--- src/rtl/tile_mac_engine_if.sv ---
// Command, SRAM read-port and result write-port bundle of the tile MAC engine.
// The master drives the command and returns read data; the engine is the slave.
interface tile_mac_engine_if #(
   parameter int DW = 8,
   parameter int KW = 6,
   parameter int AW = 10
);
   logic          start;
   logic [1:0]    op_code;
   logic [KW-1:0] k_len;
   logic [AW-1:0] a_base;
   logic [AW-1:0] b_base;
   logic [AW-1:0] c_base;
   logic [AW-1:0] a_stride;
   logic [AW-1:0] b_stride;
   logic [AW-1:0] c_stride;
   logic [AW-1:0] a_addr;
   logic [AW-1:0] b_addr;
   logic [DW-1:0] a_dout;
   logic [DW-1:0] b_dout;
   logic          c_we;
   logic [AW-1:0] c_addr;
   logic [DW-1:0] c_din;
   logic          busy;
   logic          done;
   logic          err;

   modport master (
      output start, op_code, k_len,
      output a_base, b_base, c_base, a_stride, b_stride, c_stride,
      output a_dout, b_dout,
      input  a_addr, b_addr, c_we, c_addr, c_din, busy, done, err
   );

   modport slave (
      input  start, op_code, k_len,
      input  a_base, b_base, c_base, a_stride, b_stride, c_stride,
      input  a_dout, b_dout,
      output a_addr, b_addr, c_we, c_addr, c_din, busy, done, err
   );
endinterface

--- src/rtl/tile_mac_engine.sv ---
// N x N tile engine: MUL (K-deep dot product), ADD or SUB per element, read from
// two 1-cycle-latency SRAMs and written back one element at a time.
module tile_mac_engine #(
   parameter int DW  = 8,
   parameter int N   = 4,
   parameter int KW  = 6,
   parameter int AW  = 10,
   parameter int SAT = 1
) (
   input logic               clk,
   input logic               rst_n,
   tile_mac_engine_if.slave  bus
);
   localparam int ACCW = 2*DW + KW;
   localparam int IW   = (N > 1) ? $clog2(N) : 1;

   localparam logic [1:0]             OP_MUL   = 2'd0;
   localparam logic [1:0]             OP_ADD   = 2'd1;
   localparam logic [1:0]             OP_SUB   = 2'd2;
   localparam logic [1:0]             OP_RSV   = 2'd3;
   localparam logic [KW-1:0]          K_ONE    = {{(KW-1){1'b0}}, 1'b1};
   localparam logic [KW-1:0]          K_ZERO   = {KW{1'b0}};
   localparam logic [IW-1:0]          I_ONE    = {{(IW-1){1'b0}}, 1'b1};
   localparam logic [IW-1:0]          LAST_IDX = IW'(N - 1);
   localparam logic signed [ACCW-1:0] MAX_V    = {{(ACCW-DW+1){1'b0}}, {(DW-1){1'b1}}};
   localparam logic signed [ACCW-1:0] MIN_V    = {{(ACCW-DW+1){1'b1}}, {(DW-1){1'b0}}};

   typedef enum logic [2:0] {
      IDLE  = 3'd0,
      ISSUE = 3'd1,
      DRAIN = 3'd2,
      WRITE = 3'd3,
      FIN   = 3'd4
   } state_t;

   state_t                  state_r;
   logic [1:0]              op_r;
   logic [KW-1:0]           keff_r;
   logic [AW-1:0]           a_base_r, b_base_r, c_base_r;
   logic [AW-1:0]           a_stride_r, b_stride_r, c_stride_r;
   logic [IW-1:0]           i_r, j_r;
   logic [KW-1:0]           k_r;
   logic                    inv_pend_r;
   logic                    rd_v_r, data_v_r;
   logic signed [ACCW-1:0]  acc_r;
   logic [AW-1:0]           a_addr_r, b_addr_r, c_addr_r;
   logic [DW-1:0]           c_din_r;
   logic                    c_we_r, busy_r, done_r, err_r;

   logic                    start_ok_s;
   logic [AW-1:0]           i_ext_s, j_ext_s, k_ext_s;
   logic [AW-1:0]           a_next_s, b_next_s, c_next_s;
   logic signed [DW-1:0]    a_s, b_s;
   logic signed [2*DW-1:0]  prod_s;
   logic signed [ACCW-1:0]  term_s, sum_s;

   function automatic logic [DW-1:0] fit_result(input logic signed [ACCW-1:0] v);
      logic [DW-1:0] r;
      if ((SAT != 0) && (v > MAX_V)) begin
         r = MAX_V[DW-1:0];
      end else if ((SAT != 0) && (v < MIN_V)) begin
         r = MIN_V[DW-1:0];
      end else begin
         r = v[DW-1:0];
      end
      return r;
   endfunction

   // Request validity and read/write address generation for the current (i, j, k).
   always_comb begin
      start_ok_s = (bus.op_code != OP_RSV) &&
                   !((bus.op_code == OP_MUL) && (bus.k_len == K_ZERO));
      i_ext_s  = AW'(i_r);
      j_ext_s  = AW'(j_r);
      k_ext_s  = AW'(k_r);
      c_next_s = c_base_r + i_ext_s * c_stride_r + j_ext_s;
      if (op_r == OP_MUL) begin
         a_next_s = a_base_r + i_ext_s * a_stride_r + k_ext_s;
         b_next_s = b_base_r + k_ext_s * b_stride_r + j_ext_s;
      end else begin
         a_next_s = a_base_r + i_ext_s * a_stride_r + j_ext_s;
         b_next_s = b_base_r + i_ext_s * b_stride_r + j_ext_s;
      end
   end

   // Per-read contribution (product, sum or difference) and the running total.
   always_comb begin
      a_s    = bus.a_dout;
      b_s    = bus.b_dout;
      prod_s = (2*DW)'(a_s) * (2*DW)'(b_s);
      case (op_r)
         OP_ADD:  term_s = ACCW'(a_s) + ACCW'(b_s);
         OP_SUB:  term_s = ACCW'(a_s) - ACCW'(b_s);
         default: term_s = ACCW'(prod_s);
      endcase
      sum_s = acc_r + term_s;
   end

   // Read-data pipeline and accumulator; the last term of an element is folded in at WRITE.
   always_ff @(posedge clk or negedge rst_n) begin
      if (!rst_n) begin
         rd_v_r   <= 1'b0;
         data_v_r <= 1'b0;
         acc_r    <= {ACCW{1'b0}};
      end else begin
         rd_v_r   <= (state_r == ISSUE);
         data_v_r <= rd_v_r;
         if ((state_r == IDLE) || (state_r == WRITE)) begin
            acc_r <= {ACCW{1'b0}};
         end else if (data_v_r) begin
            acc_r <= sum_s;
         end else begin
            acc_r <= acc_r;
         end
      end
   end

   // Control FSM with command latch, element counters and registered outputs.
   always_ff @(posedge clk or negedge rst_n) begin
      if (!rst_n) begin
         state_r    <= IDLE;
         op_r       <= OP_MUL;
         keff_r     <= K_ONE;
         a_base_r   <= {AW{1'b0}};
         b_base_r   <= {AW{1'b0}};
         c_base_r   <= {AW{1'b0}};
         a_stride_r <= {AW{1'b0}};
         b_stride_r <= {AW{1'b0}};
         c_stride_r <= {AW{1'b0}};
         i_r        <= {IW{1'b0}};
         j_r        <= {IW{1'b0}};
         k_r        <= K_ZERO;
         inv_pend_r <= 1'b0;
         a_addr_r   <= {AW{1'b0}};
         b_addr_r   <= {AW{1'b0}};
         c_addr_r   <= {AW{1'b0}};
         c_din_r    <= {DW{1'b0}};
         c_we_r     <= 1'b0;
         busy_r     <= 1'b0;
         done_r     <= 1'b0;
         err_r      <= 1'b0;
      end else begin
         busy_r     <= (state_r != IDLE);
         done_r     <= (state_r == FIN) || inv_pend_r;
         err_r      <= inv_pend_r;
         c_we_r     <= (state_r == WRITE);
         inv_pend_r <= 1'b0;
         case (state_r)
            IDLE: begin
               if (bus.start) begin
                  op_r       <= bus.op_code;
                  keff_r     <= (bus.op_code == OP_MUL) ? bus.k_len : K_ONE;
                  a_base_r   <= bus.a_base;
                  b_base_r   <= bus.b_base;
                  c_base_r   <= bus.c_base;
                  a_stride_r <= bus.a_stride;
                  b_stride_r <= bus.b_stride;
                  c_stride_r <= bus.c_stride;
                  i_r        <= {IW{1'b0}};
                  j_r        <= {IW{1'b0}};
                  k_r        <= K_ZERO;
                  if (start_ok_s) begin
                     state_r <= ISSUE;
                  end else begin
                     inv_pend_r <= 1'b1;
                  end
               end
            end
            ISSUE: begin
               a_addr_r <= a_next_s;
               b_addr_r <= b_next_s;
               if (k_r == keff_r - K_ONE) begin
                  k_r     <= K_ZERO;
                  state_r <= DRAIN;
               end else begin
                  k_r <= k_r + K_ONE;
               end
            end
            DRAIN: state_r <= WRITE;
            WRITE: begin
               c_addr_r <= c_next_s;
               c_din_r  <= fit_result(sum_s);
               if (j_r == LAST_IDX) begin
                  j_r <= {IW{1'b0}};
                  if (i_r == LAST_IDX) begin
                     state_r <= FIN;
                  end else begin
                     i_r     <= i_r + I_ONE;
                     state_r <= ISSUE;
                  end
               end else begin
                  j_r     <= j_r + I_ONE;
                  state_r <= ISSUE;
               end
            end
            FIN:     state_r <= IDLE;
            default: state_r <= IDLE;
         endcase
      end
   end

   assign bus.a_addr = a_addr_r;
   assign bus.b_addr = b_addr_r;
   assign bus.c_we   = c_we_r;
   assign bus.c_addr = c_addr_r;
   assign bus.c_din  = c_din_r;
   assign bus.busy   = busy_r;
   assign bus.done   = done_r;
   assign bus.err    = err_r;
endmodule

--- src/flat_wrapper.sv ---
// flat-port wrapper written by rule: the top's interface ports become plain ports
module tile_mac_engine_flat 
#(
   parameter int DW  = 8,
   parameter int N   = 4,
   parameter int KW  = 6,
   parameter int AW  = 10,
   parameter int SAT = 1
)
  (clk, rst_n, bus_start, bus_op_code, bus_k_len, bus_a_base, bus_b_base, bus_c_base, bus_a_stride, bus_b_stride, bus_c_stride, bus_a_dout, bus_b_dout, bus_a_addr, bus_b_addr, bus_c_we, bus_c_addr, bus_c_din, bus_busy, bus_done, bus_err);
  tile_mac_engine_if #(.DW(DW), .KW(KW), .AW(AW)) bus_i ();
  input logic clk;
  input logic rst_n;
  input wire logic [$bits(bus_i.start)-1:0] bus_start;
  input wire logic [$bits(bus_i.op_code)-1:0] bus_op_code;
  input wire logic [$bits(bus_i.k_len)-1:0] bus_k_len;
  input wire logic [$bits(bus_i.a_base)-1:0] bus_a_base;
  input wire logic [$bits(bus_i.b_base)-1:0] bus_b_base;
  input wire logic [$bits(bus_i.c_base)-1:0] bus_c_base;
  input wire logic [$bits(bus_i.a_stride)-1:0] bus_a_stride;
  input wire logic [$bits(bus_i.b_stride)-1:0] bus_b_stride;
  input wire logic [$bits(bus_i.c_stride)-1:0] bus_c_stride;
  input wire logic [$bits(bus_i.a_dout)-1:0] bus_a_dout;
  input wire logic [$bits(bus_i.b_dout)-1:0] bus_b_dout;
  output wire logic [$bits(bus_i.a_addr)-1:0] bus_a_addr;
  output wire logic [$bits(bus_i.b_addr)-1:0] bus_b_addr;
  output wire logic [$bits(bus_i.c_we)-1:0] bus_c_we;
  output wire logic [$bits(bus_i.c_addr)-1:0] bus_c_addr;
  output wire logic [$bits(bus_i.c_din)-1:0] bus_c_din;
  output wire logic [$bits(bus_i.busy)-1:0] bus_busy;
  output wire logic [$bits(bus_i.done)-1:0] bus_done;
  output wire logic [$bits(bus_i.err)-1:0] bus_err;
  assign bus_i.start = bus_start;
  assign bus_i.op_code = bus_op_code;
  assign bus_i.k_len = bus_k_len;
  assign bus_i.a_base = bus_a_base;
  assign bus_i.b_base = bus_b_base;
  assign bus_i.c_base = bus_c_base;
  assign bus_i.a_stride = bus_a_stride;
  assign bus_i.b_stride = bus_b_stride;
  assign bus_i.c_stride = bus_c_stride;
  assign bus_i.a_dout = bus_a_dout;
  assign bus_i.b_dout = bus_b_dout;
  assign bus_a_addr = bus_i.a_addr;
  assign bus_b_addr = bus_i.b_addr;
  assign bus_c_we = bus_i.c_we;
  assign bus_c_addr = bus_i.c_addr;
  assign bus_c_din = bus_i.c_din;
  assign bus_busy = bus_i.busy;
  assign bus_done = bus_i.done;
  assign bus_err = bus_i.err;
  tile_mac_engine #(.DW(DW), .N(N), .KW(KW), .AW(AW), .SAT(SAT)) u_core (.clk(clk), .rst_n(rst_n), .bus(bus_i));
endmodule
--- config.mk ---
export PLATFORM = sky130hd
export DESIGN_NAME = tile_mac_engine_flat
export DESIGN_NICKNAME = d
export VERILOG_FILES = /design/src/rtl/tile_mac_engine_if.sv /design/src/rtl/tile_mac_engine.sv /design/src/flat_wrapper.sv
export SDC_FILE = /design/constraint.sdc
export NUM_CORES = 1
export LEC_CHECK = 0
export CORE_ASPECT_RATIO = 1.1
export CORE_MARGIN = 4
export CORE_UTILIZATION = 45
export DETAILED_ROUTE_END_ITERATION = 10
export PLACE_DENSITY = 0.76
export REMOVE_ABC_BUFFERS = 1
export SKIP_LAST_GASP = 1
export SYNTH_ARGS = -nofsm -noshare
export SYNTH_HDL_FRONTEND = slang
export SYNTH_SLANG_ARGS = --single-unit
--- constraint.sdc ---
create_clock -name clk -period 13.17 [get_ports clk]
set_input_delay 1.9755 -clock clk [delete_from_list [all_inputs] [get_ports clk]]
set_output_delay 1.9755 -clock clk [all_outputs]
set_load 0.01 [all_outputs]
==> results.md <==
* Crit-path max cell delay at 0.69 ns
* ANT nets after route at 0
* Routed vias/inst at 5.331
* Worst Hold Class: flop to flop
* DIE AREA at 0.03491 mm^2
* Max-Cap Viols at 0
* Final Power at 4.490 mW
* Unrepaired setup endpoints after global routing: no
* Worst-path maximum fanout at 7
* CTS sink cnt at 148
* Cell variety after synth at 66
* Setup violators final at 0
* CORE AREA at 0.03148 mm^2
* Starting density of the core at 45.72%
* CTS Buf Count at 17
* Synth top area share at 25.56%
* Crit path top cell by count: inv_1
* Reg power frac at 18.3%
* Comb pwr share at 70.9%
* Power share of the clock group at 10.7%
* Vias in the first global route at 12220
* Status: completed
* Multi-input gate area at 0.009487 mm^2
* CTS tree: built
* VDD IR max at 0.1275 mV
* Worst Setup Path Type: input pin to flop
* Pre-CTS setup slack at 3.956 ns
* N_diodes at 0
* Register area at 0.003705 mm^2
* Switching share of power at 49.77%
* Wire per inst at 15.41 um
* Die Ht at 195.6 um
* Routed via count at 11810
* Post-CTS setup buffer count at 0
* Post-CTS sizing at 0
* Fin Setup TNS at 0 ns
* Post-route design area at 0.01661 mm^2
* Worst path slowest cell: fa_1
* Yosys Warn Count at 0
* Post-synth top area cell: dfrtp_1
* CP endpoint: u_core.bus.c_din[3]$_DFFE_PN0P_
* GRT Total Usage at 20.35%
* Pwr dens at 270.3 mW/mm^2
* Hpwl dp at 25800 um
* Final critical-path required period at 8.819 ns
* Ranking of synthesized cells by area: dfrtp_1 26%, fa_1 16%, ha_1 12%, nand2_1 8.2%, inv_1 6.9%
* Fraction of layout instances using a drive strength above 1 at 3.563%
* IO Count at 129
* Synth Register Bits at 148
* Residual DRC at 0
* Net count, final at 2127
* R2R Path Start: u_core.op_r[0]$_DFFE_PN0P_
* Fin worst setup slack at 4.351 ns
* Mapped Cells at 1687
* Synthesized area at 0.01439 mm^2
* Relative slew slack at 27.21%
* Share of flip-flops with an asynchronous set or reset at 100.0%
* Iteration-0 DRC Markers at 698
* Maximum clock rate at 113.4 MHz
* Largest net degree at the start of global routing at 98
* Flop2flop setup slack at 8.08 ns
* Post-synth top cells: 314 x nand2_1, 264 x inv_1, 147 x dfrtp_1, 139 x ha_1, 118 x fa_1
* Worst setup SP type: input pin
* Clk buf depth at 2
* Initial antenna violation count at 0
* Final hold vios at 0
* Post-synth EDFFs at 0
* Top FF cell, synth: dfrtp_1
* H-tree Lvls at 4
* Die width at 178.5 um
* R2R depth at 18
* Worst Setup End Kind: flop
* Area growth syn-to-layout at 15.44%
* CTS root buf: clkbuf_16
* Site Rows at 68
* Initial DRT Pass Iterations at 5
* Fin Clk Skew at 0.009503 ns
* First-pass GRT wire length at 58690 um
* Tcrit/Tclk final at 66.96%
* Post-synthesis sequential area ratio at 25.74%
* Cts hold-fix bufs at 0
* Worst slew pin tran at 1.080 ns
* Avg Inst Size Synth at 8.531 um^2
* Critical Path AT at 9.13 ns
* Clk Latency, worst-skew pair at 0.44 ns
* Internal Power at 2.256 mW
* CP startpoint: bus_b_dout[4]
* Worst-path clk slew at 0.07 ns
* LEAKAGE at 8.084 nW
* Reg-to-Reg End: u_core.bus.c_din[3]$_DFFE_PN0P_
* Fill cells at 2909
* GP Congestion at 0.9740
* Req. time, crit path at 13.48 ns
* Placed Area at 0.01604 mm^2
* Final WL at 34150 um
* Gr ovfl total at 0
* IO Port Bufs at 128
* Switching power at 2.235 mW
* Count leader, synth: nand2_1
* Slew Limit Fails at 0
## state kept, by name (all words and copies together) (netlist names), 6 cells and up
signal             count
u_core.acc_r          22
u_core.a_base_r       10
u_core.a_stride_r     10
u_core.b_base_r       10
u_core.b_stride_r     10
u_core.bus.a_addr     10
u_core.bus.b_addr     10
u_core.bus.c_addr     10
u_core.c_base_r       10
u_core.c_stride_r     10
u_core.bus.c_din       8
u_core.k_r             6
u_core.keff_r          6
## logic make-up after synthesis
kind of cell / synth area share [%]
AND/OR/NAND/NOR: 16.65
XOR/XNOR: 5.460
flip-flops: 25.74
buffers and inverters: 8.442
adder cells (fa/ha/maj): 28.50
AO/OA/AOI/OAI: 14.62
multiplexers: 0.5912
## per-layer routing
metal / vias up / global-route usage [%] / part of all wire, %
met1: 5745 / 26.85 / 43
li1: 5659 / - / -
met2: 344 / 34.15 / 50
met5: - / 0 / 0
met4: 0 / 6.682 / 2.6
met3: 66 / 3.291 / 5.2
## layout by cell type (no fill, tap or decap), types with 11 or more instances in the layout
cell type	n
a211oi_1	13
a21o_1	18
o21bai_1	12
a21oi_1	58
xor2_1	22
nor2_1	71
inv_1	264
xnor2_1	64
o211ai_1	12
dfrtp_1	147
nand2_1	314
nor2b_1	13
ha_1	139
fa_1	118
clkdlybuf4s50_1	127
o21a_1	14
nor3_1	20
a22o_1	11
o21ai_0	113
clkbuf_16	17
nand3_1	21
and2_1	54
## how the worst min path moves through the flow
stage,startpoint,cells after the start,to,slack [ns]
2_1_floorplan,u_core.rd_v_r$_DFF_PN0_,0,u_core.data_v_r$_DFF_PN0_,0.33
3_3_place_gp,u_core.rd_v_r$_DFF_PN0_,0,u_core.data_v_r$_DFF_PN0_,0.34
3_5_place_dp,u_core.rd_v_r$_DFF_PN0_,0,u_core.data_v_r$_DFF_PN0_,0.34
4_1_cts,u_core.rd_v_r$_DFF_PN0_,0,u_core.data_v_r$_DFF_PN0_,0.35
5_1_grt,u_core.rd_v_r$_DFF_PN0_,0,u_core.data_v_r$_DFF_PN0_,0.35
6_report,u_core.rd_v_r$_DFF_PN0_,0,u_core.data_v_r$_DFF_PN0_,0.34
## final cells by class
type | count | area share (%)
inverters | 265 | 5.987
flip-flops and latches | 148 | 22.30
multi-input cells | 1217 | 57.10
well taps | 420 | 3.163
repair buffers | 134 | 7.991
clock inverters | 14 | 0.8736
clock buffers | 18 | 2.583
## critical path: cells and delay by family
family	cells	cell delay, ns
fa+ha+maj	6	2.90
simple gates	6	1.27
compound gates	6	1.55
buf+inv	6	1.10
xor+xnor	2	0.31
## through the flow
stage	hold slack (ns)	std cells	util, %
after CTS	0.3474	2216	52.77
final	0.3439	2216	52.77
after global placement	0.3359	2184	50.95
after floorplan	0.3312	1630	-
after global routing	0.3525	2216	52.77
after detailed placement	0.3372	2184	50.95
## power by group through the flow
stage          clock network (mW)  logic (mW)  registers [mW]
6_report                    0.482        3.18           0.823
5_1_grt                     0.513        3.60           0.849
4_1_cts                     0.496        3.19           0.823
3_5_place_dp                    0        3.14           0.829
3_3_place_gp                    0        3.05           0.826
2_1_floorplan                   0        2.33           0.818
Power figures use the tool's default switching activity.
